===== src/rtl/rvc_asap_5pl_vga_pkg.sv =====
// Shared framebuffer geometry and fill-engine state encoding
// for the 640x480 1bpp VGA memory.
package rvc_asap_5pl_vga_pkg;

  localparam int VGA_WORDS_PER_LINE = 80;
  localparam int VGA_LINES          = 480;
  localparam int VGA_LINES_PER_WORD = 4;

  typedef enum logic [1:0] {
    IDLE = 2'd0,
    FILL = 2'd1,
    DONE = 2'd2
  } fill_state_e;

endpackage


===== src/rtl/rvc_asap_5pl_vga_fb_addr.sv =====
// (line, byte-column) -> framebuffer word index and byte lane enable.
// Four display lines share one word, one byte lane each.
module rvc_asap_5pl_vga_fb_addr
  import rvc_asap_5pl_vga_pkg::*;
(
  input  logic [8:0]  i_line,
  input  logic [6:0]  i_col,
  output logic [13:0] o_word,
  output logic [3:0]  o_byteena
);

  logic [13:0] w_row;
  logic [13:0] w_col;

  assign w_row = {7'd0, i_line[8:2]};
  assign w_col = {7'd0, i_col};

  // 14 bits hold the largest word index (9599)
  assign o_word    = w_row * 14'(VGA_WORDS_PER_LINE) + w_col;
  assign o_byteena = 4'b0001 << i_line[1:0];

endmodule


===== src/rtl/rvc_asap_5pl_vga_fill_eng.sv =====
// Rectangle-fill engine sharing the VGA memory port with the core.
// Core requests always win; the engine stalls with counters held.
module rvc_asap_5pl_vga_fill_eng
  import rvc_asap_5pl_vga_pkg::*;
#(
  parameter logic [31:0] VGA_BASE = 32'h0000_0000,
  parameter int          MAX_COL  = 79,
  parameter int          MAX_LINE = 479
) (
  input  logic        CLK_50,
  input  logic        Reset,
  input  logic [31:0] core_data,
  input  logic [31:0] core_address,
  input  logic [3:0]  core_byteena,
  input  logic        core_wren,
  input  logic        core_rden,
  output logic [31:0] core_q,
  input  logic        cmd_valid,
  output logic        cmd_ready,
  input  logic [6:0]  cmd_col0,
  input  logic [6:0]  cmd_col1,
  input  logic [8:0]  cmd_line0,
  input  logic [8:0]  cmd_line1,
  input  logic [7:0]  cmd_pattern,
  output logic        busy,
  output logic        done,
  output logic        err,
  output logic [31:0] vga_data,
  output logic [31:0] vga_address,
  output logic [3:0]  vga_byteena,
  output logic        vga_wren,
  output logic        vga_rden,
  input  logic [31:0] vga_q
);

  localparam logic [6:0] LP_MAX_COL  = 7'(MAX_COL);
  localparam logic [8:0] LP_MAX_LINE = 9'(MAX_LINE);

  fill_state_e r_state;
  fill_state_e w_next;

  logic [6:0] r_col0;
  logic [6:0] r_col1;
  logic [8:0] r_line1;
  logic [7:0] r_pat;
  logic [6:0] r_cur_col;
  logic [8:0] r_cur_line;
  logic       r_err;

  logic        w_core_req;
  logic        w_accept;
  logic        w_illegal;
  logic        w_eng_wr;
  logic        w_last_col;
  logic        w_last_line;
  logic [13:0] w_word;
  logic [3:0]  w_be;

  assign w_core_req  = core_wren | core_rden;
  assign w_accept    = (r_state == IDLE) & cmd_valid;
  assign w_illegal   = (cmd_col0 > cmd_col1)
                     | (cmd_line0 > cmd_line1)
                     | (cmd_col1 > LP_MAX_COL)
                     | (cmd_line1 > LP_MAX_LINE);
  assign w_eng_wr    = (r_state == FILL) & ~w_core_req;
  assign w_last_col  = (r_cur_col == r_col1);
  assign w_last_line = (r_cur_line == r_line1);

  assign core_q = vga_q;

  rvc_asap_5pl_vga_fb_addr u_fb_addr (
    .i_line    (r_cur_line),
    .i_col     (r_cur_col),
    .o_word    (w_word),
    .o_byteena (w_be)
  );

  always_ff @(posedge CLK_50 or posedge Reset) begin
    if (Reset) r_state <= IDLE;
    else       r_state <= w_next;
  end

  always_comb begin
    w_next = r_state;
    unique case (r_state)
      IDLE: if (w_accept) w_next = w_illegal ? DONE : FILL;
      FILL: if (w_eng_wr & w_last_col & w_last_line) w_next = DONE;
      DONE: w_next = IDLE;
      default: w_next = IDLE;
    endcase
  end

  always_comb begin
    busy        = (r_state != IDLE);
    cmd_ready   = (r_state == IDLE);
    done        = (r_state == DONE);
    err         = (r_state == DONE) & r_err;
    vga_data    = core_data;
    vga_address = core_address;
    vga_byteena = core_byteena;
    vga_wren    = core_wren;
    vga_rden    = core_rden;
    if (w_eng_wr) begin
      vga_data    = {4{r_pat}};
      vga_address = VGA_BASE + {16'd0, w_word, 2'b00};
      vga_byteena = w_be;
      vga_wren    = 1'b1;
      vga_rden    = 1'b0;
    end
  end

  always_ff @(posedge CLK_50 or posedge Reset) begin
    if (Reset) begin
      r_col0     <= '0;
      r_col1     <= '0;
      r_line1    <= '0;
      r_pat      <= '0;
      r_cur_col  <= '0;
      r_cur_line <= '0;
      r_err      <= 1'b0;
    end else if (w_accept) begin
      r_col0     <= cmd_col0;
      r_col1     <= cmd_col1;
      r_line1    <= cmd_line1;
      r_pat      <= cmd_pattern;
      r_cur_col  <= cmd_col0;
      r_cur_line <= cmd_line0;
      r_err      <= w_illegal;
    end else if (w_eng_wr) begin
      // column runs inner, line outer
      if (w_last_col) begin
        r_cur_col  <= r_col0;
        r_cur_line <= r_cur_line + 9'd1;
      end else begin
        r_cur_col  <= r_cur_col + 7'd1;
      end
    end
  end

endmodule


===== config.mk =====
export PLATFORM = sky130hd
export DESIGN_NAME = rvc_asap_5pl_vga_fill_eng
export DESIGN_NICKNAME = d
export VERILOG_FILES = /design/src/rtl/rvc_asap_5pl_vga_pkg.sv /design/src/rtl/rvc_asap_5pl_vga_fb_addr.sv /design/src/rtl/rvc_asap_5pl_vga_fill_eng.sv
export SDC_FILE = /design/constraint.sdc
export NUM_CORES = 1
export LEC_CHECK = 0
export CELL_PAD_IN_SITES_DETAIL_PLACEMENT = 1
export CELL_PAD_IN_SITES_GLOBAL_PLACEMENT = 1
export CORE_MARGIN = 2
export CORE_UTILIZATION = 24
export DETAILED_ROUTE_END_ITERATION = 12
export GPL_ROUTABILITY_DRIVEN = 0
export GPL_TIMING_DRIVEN = 0
export HOLD_SLACK_MARGIN = 0.15
export MAX_ROUTING_LAYER = met4
export PLACE_DENSITY = 0.89
export SYNTH_ARGS = -nofsm -noshare
export SYNTH_HDL_FRONTEND = slang
export SYNTH_SLANG_ARGS = --single-unit

===== constraint.sdc =====
create_clock -name CLK_50 -period 3.55 [get_ports CLK_50]
set_clock_uncertainty 0.15 [all_clocks]
set_input_delay 0.71 -clock CLK_50 [delete_from_list [all_inputs] [get_ports CLK_50]]
set_output_delay 0.71 -clock CLK_50 [all_outputs]
set_load 0.05 [all_outputs]

; After elaboration in Yosys (flattened, before gate mapping)
; Cells that the tools add are included.
[word_totals]
input_bits = 145
ff_bits = 50
wordCells = 54
[classes]
n_mul = 1
n_eq_ne = 6
reduce_logical = 6
bitwise = 10
n_lt_le_gt_ge = 4
shift = 1
n_mux = 15
add_sub_neg = 3
[ops]
columns = cell, n
row1 = $mux W32, 2
row2 = $mux W9, 3
row3 = $mux W7, 3
row4 = $add A14 B7 Y14, 1
row5 = $mul A7 B3 Y10 const B, 1
row6 = $add A9 B1 Y9 const B, 1
row7 = $eq A9 B9 Y1, 1
row8 = $gt A9 B9 Y1, 1
row9 = $gt A9 B9 Y1 const B, 1
row10 = $add A7 B1 Y7 const B, 1
row11 = $eq A7 B7 Y1, 1
row12 = $gt A7 B7 Y1, 1
row13 = $gt A7 B7 Y1 const B, 1
row14 = $mux W2, 3
row15 = $reduce_bool A2 Y1, 3
row16 = $and A1 B1 Y1, 5
row17 = $mux W4, 1
row18 = $ne A2 B1 Y1 const B, 2
row19 = $or A1 B1 Y1, 4
row20 = $pmux W2 S2, 1
row21 = $reduce_and A2 Y1, 2
row22 = $shl A1 B2 Y4 const A, 1
row23 = $eq A2 B1 Y1 const B, 1
row24 = $eq A2 B2 Y1 const B, 1
row25 = other kinds (3), 4

; Logic depth before layout (Yosys ltp)
; Gate-level depths: netlist (run 1).
[logic_depth]
word_depth = 7
ltp_mapped = 8

; Cells and area by module
; A second synthesis (run 1) with hierarchy kept.
[hier_totals]
cells_unflattened = 574
hier_area_um2 = 4315.4
[modules_own_cells]
columns = module, seq_area_each_um2, area_per_inst_um2, n_inst, cells_each
row1 = rvc_asap_5pl_vga_fill_eng, 1251.2, 3766.1, 1, 509
row2 = rvc_asap_5pl_vga_fb_addr, 0.0, 549.3, 1, 65

; Worst setup path after synthesis (run 1)
; No wires, ideal clock.
[synth_path]
kind = reg-to-output
start = register r_cur_line[4]
end = output port vga_address[14]
path_stages_with_launch = 8
arrival_time_ns = 3.389
required_time_ns = 2.690
setup_slack_ns = -0.699
cell_sequence = dfrtp_1 ha_1 ha_1 a211oi_1 nor4b_1 or3b_2 or4_1 a31oi_1
[synth_via]
elab_chain_cells = 3
[synth_rtl]
columns = item, line
row1 = start: declaration, rvc_asap_5pl_vga_fill_eng.sv:47  ; logic [8:0] r_cur_line;
row2 = start signal: assignment, rvc_asap_5pl_vga_fill_eng.sv:127  ; r_cur_line <= cmd_line0;
row3 = start signal: assignment, rvc_asap_5pl_vga_fill_eng.sv:133  ; r_cur_line <= r_cur_line + 9'd1;
row4 = $mul A7 B3 Y10, rvc_asap_5pl_vga_fb_addr.sv:19  ; assign o_word = w_row * 14'(VGA_WORDS_PER_LINE) + w_col;
row5 = $add A14 B7 Y14, rvc_asap_5pl_vga_fb_addr.sv:19
row6 = $mux W32, rvc_asap_5pl_vga_fill_eng.sv:103  ; if (w_eng_wr) begin
row7 = end: declaration, rvc_asap_5pl_vga_fill_eng.sv:29  ; output logic [31:0] vga_address,
; No other way between the ends.

; Worst setup path after layout (run 1)
[layout_path]
start = register r_cur_line[6]
end = output port vga_address[14]
; The elaborated chain is that of the path after synthesis.

==> run summary, run 1 <==
run status - complete, but fails checks
failing checks - setup timing
crit path DAT - 2.94 ns
clk root buf - clkbuf_16
Worst path depth - 9
P_sw - 0.846 mW
final slew viol count - 0
Initial Util - 24.6%
Worst Tran Pin Value - 0.829 ns
CTS sink cnt - 50
most frequent cells in the layout - nand2_1 (184), clkdlybuf4s50_1 (150), buf_4 (46), dfrtp_1 (44), o21ai_0 (35)
number of synthesized register bits - 50
Reg-to-Reg Start - r_cur_col[0]
Core Util, Final - 41.4%
Design Area, Final - 7190 um2
hold crit path type - register to register
area delta synth->final - 68.8%
initial antenna violation count - 0
Port Buf Inserts - 218
Ys Warns - 0
critical path's slowest cell - or4_4
Critical Path Fanout Max - 3
slowest stage delay, CP - 0.55 ns
Inserted Clock Buffers - 5
Final min period - 3.80 ns
number of flops mapped to enable cells by yosys - 0
GRT Total Usage - 18.3%
dpl ws - -1.32 ns
Power Density - 297 nW/um2
placed inst area - 6800 um2
via count - 4,812
sequential fraction of the synthesis area - 29.4%
TritonCTS clock tree - built
crit path launch - r_cur_line[6]
final setup vio count - 3
CP Data Required Time - 2.69 ns
DRT antenna net count - 0
detailed-router iteration count before antenna repair - 4
area of the core - 17,400 um2
first-pass GRT wire length - 26.1 mm
worst reg-to-reg setup slack - 0.87 ns
n_diodes - 0
clock power share - 22.0%
commonest non-fill, non-tap cell in the layout - nand2_1
CP startpoint kind - register
final wirelength - 17.2 mm
max_slew headroom - 44.2%
Worst Setup End Kind - output pin
largest net degree at the start of global routing - 43
FMAX - 263 MHz
worst r2r path cells - 5
Worst-path clk slew - 0.06 ns
vias in the first global route - 5,104
crit path to - vga_address[14]
Final Worst Setup Slack - -0.247 ns
layout cells sized above 1 - 21.3%
die height - 137 um
Global Route met1 Usage - 20.4%
Total Power - 2.14 mW
Die X - 137 um
Fillers - 2,077
Sequential Power Share - 30.2%
Mapped Nets - 745
setup TNS - -0.404 ns
Setup CP Type - register to output pin
FP Rows - 48
Iteration-0 DRC Markers - 138
GR Util met3 - 2.69%
Nets - 986
DR vias/cell - 4.68
Clock Latency Late Sink - 0.29 ns
Comb pwr share - 47.8%
Net Sw Frac - 39.6%
dominant synthesized flop cell - dfrtp_1
DP Wirelength - 13.6 mm
CTS H-tree depth - 2
synthesized area - 4260 um2
Hold Fails Final Rpt - 0
leakage power - 3.43 nW
async set or reset register ratio after synthesis - 100%
Post-Synthesis Cells - 564
RSZ-0062 raised after global routing - yes
io pins - 251
Avg Synthesized Cell Area - 7.56 um2
delay-heaviest family, CP - simple AND/OR/NAND/NOR gates
remaining global-route overflow - 0
critical path cell sequence - ha_4 > buf_4 > fa_2 > xor2_2 > nand2_2 > or2_4 > or4_4 > a31oi_4 > buf_8
die area - 18,800 um2
met2 Use GR - 33.8%
cts hold-fix bufs - 0
# Max-Cap Violations - 0
crit share post-route - 107%
DR DRC count - 0
Cell Int Power - 1.29 mW
crit path buf inv count - 2
drt wl/cell - 16.7 um
VDD IR max - 0.191 mV
Synth cell types - 50
clock tree buffer depth - 2
RR Endpoint - r_cur_col[4]
GRT busiest layer - met2
## worst min-delay path, cell delays in order, from the launching register on
cell     delay, ns
dfrtp_1       0.34
nand2_1       0.05
nand2_1       0.05
## per-layer routing
layer / routed length (um) / up-vias / share of wire (%)
li1: - / 2313 / -
met1: 6780 / 2303 / 39
met2: 9120 / 175 / 53
met3: 1060 / 21 / 6.1
met4: 252 / 0 / 1.5
met5: 0 / - / 0
## power by group through the flow
stage                     registers, mW  logic [mW]  clock network [mW]
after floorplan                   0.641       0.633                   0
after global placement            0.654       0.984                   0
after detailed placement          0.656        1.01                   0
after CTS                         0.644        1.03               0.473
after global routing              0.651        1.10               0.495
final                             0.645        1.02               0.470
## registers in the layout (all words and copies together) (netlist names)
name and count:
r_err 1, r_col1 7, r_col0 7, r_pat 8
r_state 2, r_cur_col 7, r_cur_line 9, r_line1 9
## how the worst min path moves through the flow
stage | startpoint | depth (start not counted) | end
floorplan | r_col0[1] | 2 | r_col0[1]
finish | r_col0[1] | 2 | r_col0[1]
global placement | r_pat[4] | 2 | r_pat[4]
global route | r_col0[2] | 2 | r_col0[2]
CTS | r_col0[1] | 2 | r_col0[1]
detailed placement | r_col0[1] | 2 | r_col0[1]
## layout make-up
type / instances / area, um2 / share of cell area, %
inverter: 28 / 105 / 1.46
sequential: 50 / 1260 / 17.5
multi-input combinational: 429 / 2800 / 38.9
timing repair buffer: 234 / 2250 / 31.3
buffer: 57 / 363 / 5.05
clock buffer: 6 / 139 / 1.93
tap: 225 / 282 / 3.91
## per-stage QoR
step / cells / hold WS (ns)
floorplan: 564 / 0.295
global placement: 1007 / 0.309
detailed placement: 1008 / 0.317
CTS: 1029 / 0.330
global route: 1029 / 0.361
finish: 1029 / 0.328
## cell usage after synthesis, types with 3 or more instances
cell / number / area, um2
a21o_1: 5 / 37.5
a21oi_1: 5 / 25.0
a22oi_1: 5 / 37.5
a31oi_1: 3 / 18.8
and2_1: 23 / 144
buf_4: 32 / 240
clkbuf_1: 24 / 90.1
dfrtp_1: 50 / 1250
ha_1: 34 / 425
inv_1: 28 / 105
mux2i_1: 8 / 80.1
nand2_1: 185 / 694
nand3_1: 10 / 50.1
nand4_1: 7 / 43.8
nor2_1: 16 / 60.1
nor2b_1: 3 / 18.8
nor4_1: 8 / 50.1
nor4b_1: 3 / 26.3
o21ai_0: 40 / 200
xnor2_1: 15 / 131
xor2_1: 18 / 158
## kinds of logic (layout without fill, tap and decap cells)
family,count (synthesis),count (layout),synth area share (%)
and+or+nand+nor,272,272,28.5
buffers and inverters,85,325,10.5
AOI/OAI and AO/OA,77,77,11.2
DFF,50,50,29.4
adders and majority gates,36,36,10.9
xor gates and xnor gates,34,34,7.16
muxes,10,10,2.41
## repair_timing
action | 4_1_cts | 5_1_grt
buffers inserted | 15 | 1
setup endpoints to repair | 68 | 48
pin swaps | 14 | 3
resized for setup | 259 | 50
(Power assumes the default switching activity.)
==> run 2: changes to the inputs <==
SYNTH_HIERARCHICAL = 1   (was unset)
==> run 2 against run 1 <==
  * The run still ends with setup timing left
  * Die area grew 1.2%
  * First-iteration DRC count up 37%
  * Power is 140% higher
  * Largest cell class unchanged
  * Highest routed layer unchanged
==> run summary, run 2 <==
most frequent cells in the layout - nand2_1 (201), clkdlybuf4s50_1 (150), buf_4 (52), dfrtp_1 (45), o21ai_0 (30) (was nand2_1 (184), clkdlybuf4s50_1 (150), buf_4 (46), dfrtp_1 (44), o21ai_0 (35))
slowest stage delay, CP - 0.45 ns (was 0.55 ns)
Worst Tran Pin Value - 0.700 ns (was 0.829 ns)
most frequent cell after synthesis - nand2_1 (unchanged)
final wirelength - 17.8 mm (was 17.2 mm)
Layout Cells excl Fill - 1,043 (was 1,029)
number of flops mapped to enable cells by yosys - 0 (unchanged)
RR Endpoint - r_state[0] (was r_cur_col[4])
setup TNS - -0.549 ns (was -0.404 ns)
Fillers - 2,161 (was 2,077)
Final Worst Setup Slack - -0.198 ns (was -0.247 ns)
Mapped Nets - 752 (was 745)
n_diodes - 0 (unchanged)
DP Wirelength - 14.1 mm (was 13.6 mm)
sequential fraction of the synthesis area - 29.0% (was 29.4%)
clock power share - 10.2% (was 22.0%)
Clock Latency Late Sink - 0.29 ns (about the same)
Synth cell types - 52 (was 50)
die area - 19,100 um2 (was 18,800 um2)
first-pass GRT wire length - 28.0 mm (was 26.1 mm)
commonest non-fill, non-tap cell in the layout - nand2_1 (unchanged)
Design Area, Final - 7130 um2 (was 7190 um2)
Post-Synthesis Cells - 574 (was 564)
Final min period - 3.75 ns (was 3.80 ns)
clock tree buffer depth - 2 (unchanged)
Avg Synthesized Cell Area - 7.52 um2 (was 7.56 um2)
Reg-to-Reg Start - r_cur_col[2] (was r_cur_col[0])
Comb pwr share - 66.6% (was 47.8%)
run status - complete, but fails checks (unchanged)
crit path buf inv count - 1 (was 2)
most used cell, CP - ha_4
DR vias/cell - 4.64 (was 4.68)
max_slew headroom - 53.3% (was 44.2%)
Initial Util - 24.3% (was 24.6%)
hold endpoint - r_pat[4] (was r_col0[1])
detailed-router iteration count before antenna repair - 4 (unchanged)
clk root buf - clkbuf_16 (unchanged)
Die X - 138 um (was 137 um)
leading area contributor after synthesis - dfrtp_1 (unchanged)
final slew viol count - 0 (unchanged)
Critical Path Fanout Max - 3 (unchanged)
failing checks - setup timing (unchanged)
Power Density - 714 nW/um2 (was 297 nW/um2)
P_sw - 2.54 mW (was 0.846 mW)
DRT antenna net count - 0 (unchanged)
DR DRC count - 0 (unchanged)
largest net degree at the start of global routing - 42 (was 43)
Port Buf Inserts - 218 (unchanged)
critical path cell sequence - ha_4 > ha_4 > fa_2 > xor2_2 > o21ai_1 > or4_4 > o41ai_4 > nand2_2 > nand2_4 > buf_8 (was ha_4 > buf_4 > fa_2 > xor2_2 > nand2_2 > or2_4 > or4_4 > a31oi_4 > buf_8)
synth top area cells - dfrtp_1 (29%), nand2_1 (18%), ha_1 (9.0%) (was dfrtp_1 (29%), nand2_1 (16%), ha_1 (10%))
RSZ-0062 raised after global routing - yes (unchanged)
via count - 4,835 (was 4,812)
initial antenna violation count - 0 (unchanged)
Nets - 991 (was 986)
area delta synth->final - 65.2% (was 68.8%)
Top Registers - r_cur_line x9, r_line1 x9, r_pat x8 (unchanged)
CTS H-tree depth - 2 (unchanged)
Synth top cells by count - nand2_1 (204), dfrtp_1 (50), buf_4 (36) (was nand2_1 (185), dfrtp_1 (50), o21ai_0 (40))
area of the core - 17,800 um2 (was 17,400 um2)
async set or reset register ratio after synthesis - 100% (unchanged)
Inserted Clock Buffers - 5 (unchanged)
Total Power - 5.09 mW (was 2.14 mW)
placed inst area - 6820 um2 (was 6800 um2)
Ys Warns - 6 (was 0)
Setup CP Type - register to output pin (unchanged)
GRT Total Usage - 18.8% (was 18.3%)
Hold Fails Final Rpt - 0 (unchanged)
Cell Int Power - 2.55 mW (was 1.29 mW)
FMAX - 267 MHz (was 263 MHz)
crit path DAT - 2.89 ns (was 2.94 ns)
die height - 138 um (was 137 um)
post-synth top area share - 29.0% (was 29.4%)
delay-heaviest family, CP - adder cells (was simple AND/OR/NAND/NOR gates)
layout cells sized above 1 - 18.8% (was 21.3%)
drt wl/cell - 17.1 um (was 16.7 um)
io pins - 251 (unchanged)
FP Rows - 49 (was 48)
Hold Path Origin - r_pat[4] (was r_col0[1])
TritonCTS clock tree - built (unchanged)
Worst Setup End Kind - output pin (unchanged)
number of synthesized register bits - 50 (unchanged)
CP Data Required Time - 2.69 ns (about the same)
worst r2r path cells - 6 (was 5)
Placed Cells incl. Taps - 1,022 (was 1,008)
Net Sw Frac - 49.8% (was 39.6%)
synthesized area - 4320 um2 (was 4260 um2)
hold crit path type - register to register (unchanged)
crit share post-route - 106% (was 107%)
CTS sink cnt - 50 (unchanged)
Worst-path clk slew - 0.08 ns (was 0.06 ns)
vias in the first global route - 5,136 (was 5,104)
final setup vio count - 3 (unchanged)
CP startpoint kind - register (unchanged)
VDD IR max - 0.480 mV (was 0.191 mV)
dominant synthesized flop cell - dfrtp_1 (unchanged)
remaining global-route overflow - 0 (unchanged)
Sequential Power Share - 23.2% (was 30.2%)
# Max-Cap Violations - 0 (unchanged)
Iteration-0 DRC Markers - 189 (was 138)
Hold Path Depth - 2 (unchanged)
critical path's slowest cell - dfrtp_2 (was or4_4)
leakage power - 3.42 nW (was 3.43 nW)
worst reg-to-reg setup slack - 1.30 ns (was 0.87 ns)
-- run 2: through the flow --
step / hold WS, ns / util, % / setup WS, ns
2_1_floorplan: 0.289 / - / 0.00643
3_3_place_gp: 0.301 / 38.2 / -1.05
3_5_place_dp: 0.314 / 38.4 / -0.989
4_1_cts: 0.333 / 40.5 / -0.186
5_1_grt: 0.353 / 40.1 / -0.334
6_report: 0.328 / 40.1 / -0.198
-- run 2: what timing repair did --
item	4_1_cts	5_1_grt
buffers inserted	10	4
setup endpoints to repair	68	53
pin swaps	9	5
hold buffers	0	0
gates resized for setup	210	46
-- run 2: worst min-delay path, cell delays in order (launching register included) --
cell	delay, ns
dfrtp_1	0.34
nand2_1	0.05
nand2_1	0.05
-- run 2: worst max path at each step --
stage	from	endpoint	slack, ns	depth (start not counted)
5_1_grt	r_cur_line[3]	vga_address[13]	-0.33	11
2_1_floorplan	r_cur_line[3]	vga_address[15]	0.006	9
6_report	r_cur_line[3]	vga_address[15]	-0.20	10
3_3_place_gp	core_rden	vga_data[22]	-1.05	7
3_5_place_dp	core_rden	vga_data[22]	-0.99	7
4_1_cts	r_cur_line[3]	vga_address[15]	-0.19	9
-- run 2: layout make-up --
class	instances	area, um2	area share, %
plain buffers	60	390	5.48
clock inverters	2	16.3	0.228
multi-input cells	440	2730	38.3
flip-flops and latches	50	1260	17.6
inverters	23	86.3	1.21
clock buffers	6	139	1.95
repair buffers	233	2220	31.2
well taps	229	287	4.02
-- run 2: power groups by stage --
| stage | logic (mW) | clock network, mW | registers, mW |
|---|---|---|---|
| after global routing | 3.70 | 0.551 | 1.23 |
| after CTS | 3.34 | 0.516 | 1.17 |
| after global placement | 2.93 | 0 | 1.18 |
| after detailed placement | 3.03 | 0 | 1.20 |
| after floorplan | 2.18 | 0 | 1.07 |
| final | 3.39 | 0.519 | 1.18 |
-- run 2: layer usage --
| layer | part of all wire [%] | GRT usage [%] |
|---|---|---|
| met3 | 4.7 | 2.81 |
| met4 | 2.0 | 4.94 |
| met1 | 42 | 22.1 |
| met2 | 51 | 33.5 |
| met5 | 0 | - |
-- run 2: cell families after synthesis --
| family | after synthesis | share of synthesized area, % |
|---|---|---|
| AND/OR/NAND/NOR | 288 | 30.0 |
| buffers and inverters | 84 | 10.9 |
| AO/OA/AOI/OAI | 79 | 11.5 |
| flip-flops | 50 | 29.0 |
| XOR/XNOR | 33 | 7.02 |
| adder cells (fa/ha/maj) | 33 | 9.92 |
| multiplexers | 7 | 1.65 |
==> run 3: changes to the inputs <==
CORE_MARGIN = 1   (was 2)
PLACE_DENSITY = unset   (was 0.89)
PLACE_DENSITY_LB_ADDON = 0.1   (was unset)
SLEW_MARGIN = 10   (was unset)
==> run 3 against run 2 <==
  * Critical path type unchanged
  * The flow still finishes with violations (setup timing)
  * Register-to-register slack hardly changed
  * Flip-flop and latch count stayed put
  * Worst setup slack better by 0.0047 ns
==> run summary, run 3 (synthesis results as in run 2) <==
# Max-Cap Violations - 0 (unchanged)
DP Wirelength - 14.3 mm (was 14.1 mm)
DR vias/cell - 4.58 (was 4.64)
die area - 18,500 um2 (was 19,100 um2)
RR Endpoint - r_state[0] (unchanged)
area delta synth->final - 61.4% (was 65.2%)
DR DRC count - 0 (unchanged)
FMAX - 267 MHz (about the same)
TritonCTS clock tree - built (unchanged)
crit share post-route - 105% (was 106%)
Die X - 136 um (was 138 um)
largest net degree at the start of global routing - 33 (was 42)
Layout Cells excl Fill - 1,035 (was 1,043)
n_diodes - 0 (unchanged)
Inserted Clock Buffers - 5 (unchanged)
final setup vio count - 3 (unchanged)
CTS H-tree depth - 2 (unchanged)
critical path cell sequence - ha_4 > ha_4 > fa_2 > xor2_2 > o21ai_1 > or4_4 > o41ai_4 > nand2_1 > nand2_4 > buf_8 (was ha_4 > ha_4 > fa_2 > xor2_2 > o21ai_1 > or4_4 > o41ai_4 > nand2_2 > nand2_4 > buf_8)
Nets - 987 (was 991)
Initial Util - 24.8% (was 24.3%)
most frequent cells in the layout - nand2_1 (202), clkdlybuf4s50_1 (150), buf_4 (48), buf_2 (48), dfrtp_1 (45) (was nand2_1 (201), clkdlybuf4s50_1 (150), buf_4 (52), dfrtp_1 (45), o21ai_0 (30))
Worst-path clk slew - 0.07 ns (was 0.08 ns)
failing checks - setup timing (unchanged)
crit path DAT - 2.88 ns (was 2.89 ns)
area of the core - 17,400 um2 (was 17,800 um2)
worst reg-to-reg setup slack - 1.31 ns (was 1.30 ns)
crit path buf inv count - 1 (unchanged)
Final min period - 3.74 ns (was 3.75 ns)
crit path launch - r_cur_line[5] (was r_cur_line[3])
FP Rows - 48 (was 49)
final slew viol count - 0 (unchanged)
Worst Tran Pin Value - 0.724 ns (was 0.700 ns)
Fillers - 2,123 (was 2,161)
slowest stage delay, CP - 0.46 ns (was 0.45 ns)
initial antenna violation count - 0 (unchanged)
run status - complete, but fails checks (unchanged)
io pins - 251 (unchanged)
via count - 4,745 (was 4,835)
layout cells sized above 1 - 18.1% (was 18.8%)
Top Registers - r_cur_line x9, r_line1 x9, r_pat x8 (unchanged)
clock tree buffer depth - 2 (unchanged)
RSZ-0062 raised after global routing - yes (unchanged)
Clock Latency Late Sink - 0.29 ns (about the same)
leakage power - 3.38 nW (was 3.42 nW)
Placed Cells incl. Taps - 1,018 (was 1,022)
die height - 136 um (was 138 um)
Worst Hold Margin - 0.323 ns (was 0.328 ns)
GRT Total Usage - 19.2% (was 18.8%)
critical path's slowest cell - or4_4 (was dfrtp_2)
delay-heaviest family, CP - adder cells (unchanged)
commonest non-fill, non-tap cell in the layout - nand2_1 (unchanged)
cts hold-fix bufs - 0 (unchanged)
hold crit path type - register to register (unchanged)
Worst Setup End Kind - output pin (unchanged)
first-pass GRT wire length - 26.8 mm (was 28.0 mm)
VDD IR max - 0.485 mV (was 0.480 mV)
Total Power - 4.99 mW (was 5.09 mW)
Worst path depth - 10 (unchanged)
max_slew headroom - 51.7% (was 53.3%)
CP Data Required Time - 2.69 ns (about the same)
CTS sink cnt - 50 (unchanged)
Final Worst Setup Slack - -0.194 ns (was -0.198 ns)
drt wl/cell - 16.9 um (was 17.1 um)
Iteration-0 DRC Markers - 146 (was 189)
worst r2r path cells - 6 (unchanged)
clk root buf - clkbuf_16 (unchanged)
Hold Fails Final Rpt - 0 (unchanged)
final wirelength - 17.5 mm (was 17.8 mm)
vias in the first global route - 5,081 (was 5,136)
CP startpoint kind - register (unchanged)
most used cell, CP - ha_4 (unchanged)
Setup CP Type - register to output pin (unchanged)
detailed-router iteration count before antenna repair - 4 (unchanged)
Power Density - 716 nW/um2 (was 714 nW/um2)
Port Buf Inserts - 218 (unchanged)
DRT antenna net count - 0 (unchanged)
Critical Path Fanout Max - 3 (unchanged)
crit path to - vga_address[15] (unchanged)
Reg-to-Reg Start - r_cur_col[1] (was r_cur_col[2])
remaining global-route overflow - 0 (unchanged)
run 3: worst min path at each step:
stage | start | end | slack (ns) | cells after the start
finish | r_pat[0] | r_pat[0] | 0.32 | 2
global route | r_pat[0] | r_pat[0] | 0.35 | 2
CTS | r_pat[0] | r_pat[0] | 0.33 | 2
detailed placement | r_pat[0] | r_pat[0] | 0.31 | 2
global placement | r_col0[6] | r_col0[6] | 0.31 | 2
floorplan | r_col0[6] | r_col0[6] | 0.29 | 2
run 3: metal layers:
layer	global-route usage (%)	wire length, um
met4	4.38	225
met1	22.3	7470
met5	-	0
met2	34.6	8780
met3	2.87	1010
run 3: area by class of cell:
class,count,area (um2),share of cell area [%]
Sequential cell,50,1260,18.1
Tap cell,225,282,4.04
Inverter,23,86.3,1.24
Multi-Input combinational cell,440,2730,39.2
Buffer,60,388,5.57
Timing Repair Buffer,229,2070,29.7
Clock inverter,1,5.00,0.0719
Clock buffer,7,143,2.05
run 3: what timing repair did:
action	in CTS	in global routing
endpoints found under the setup margin	68	42
resized for setup	212	78
setup buffers	10	0
pin swaps	12	5
run 3: where the power goes:
group | switching [mW] | internal (mW) | leakage (nW)
registers | 0.326 | 0.847 | 0.608
clock network | 0.216 | 0.280 | 0.0739
logic | 1.93 | 1.39 | 2.70
run 3: per-stage QoR:
stage / instance area (um2) / worst slack, ns / TNS [ns] / util, %
final: 6960 / -0.194 / -0.382 / 40.0
after global routing: 6960 / -0.316 / -0.747 / 40.0
after CTS: 7170 / -0.199 / -0.414 / 41.2
after detailed placement: 6810 / -0.945 / -45.52 / 39.1
after global placement: 6790 / -0.911 / -42.43 / 39.0
after floorplan: 4330 / 0.00643 / 0 / -
run 3: worst reg2reg max path, stage by stage (launching register included):
cell     delay [ns]
dfrtp_1        0.48
xnor2_1        0.27
and4_1         0.23
buf_6          0.12
nand3_4        0.13
nor4_1         0.56
o22ai_1        0.15
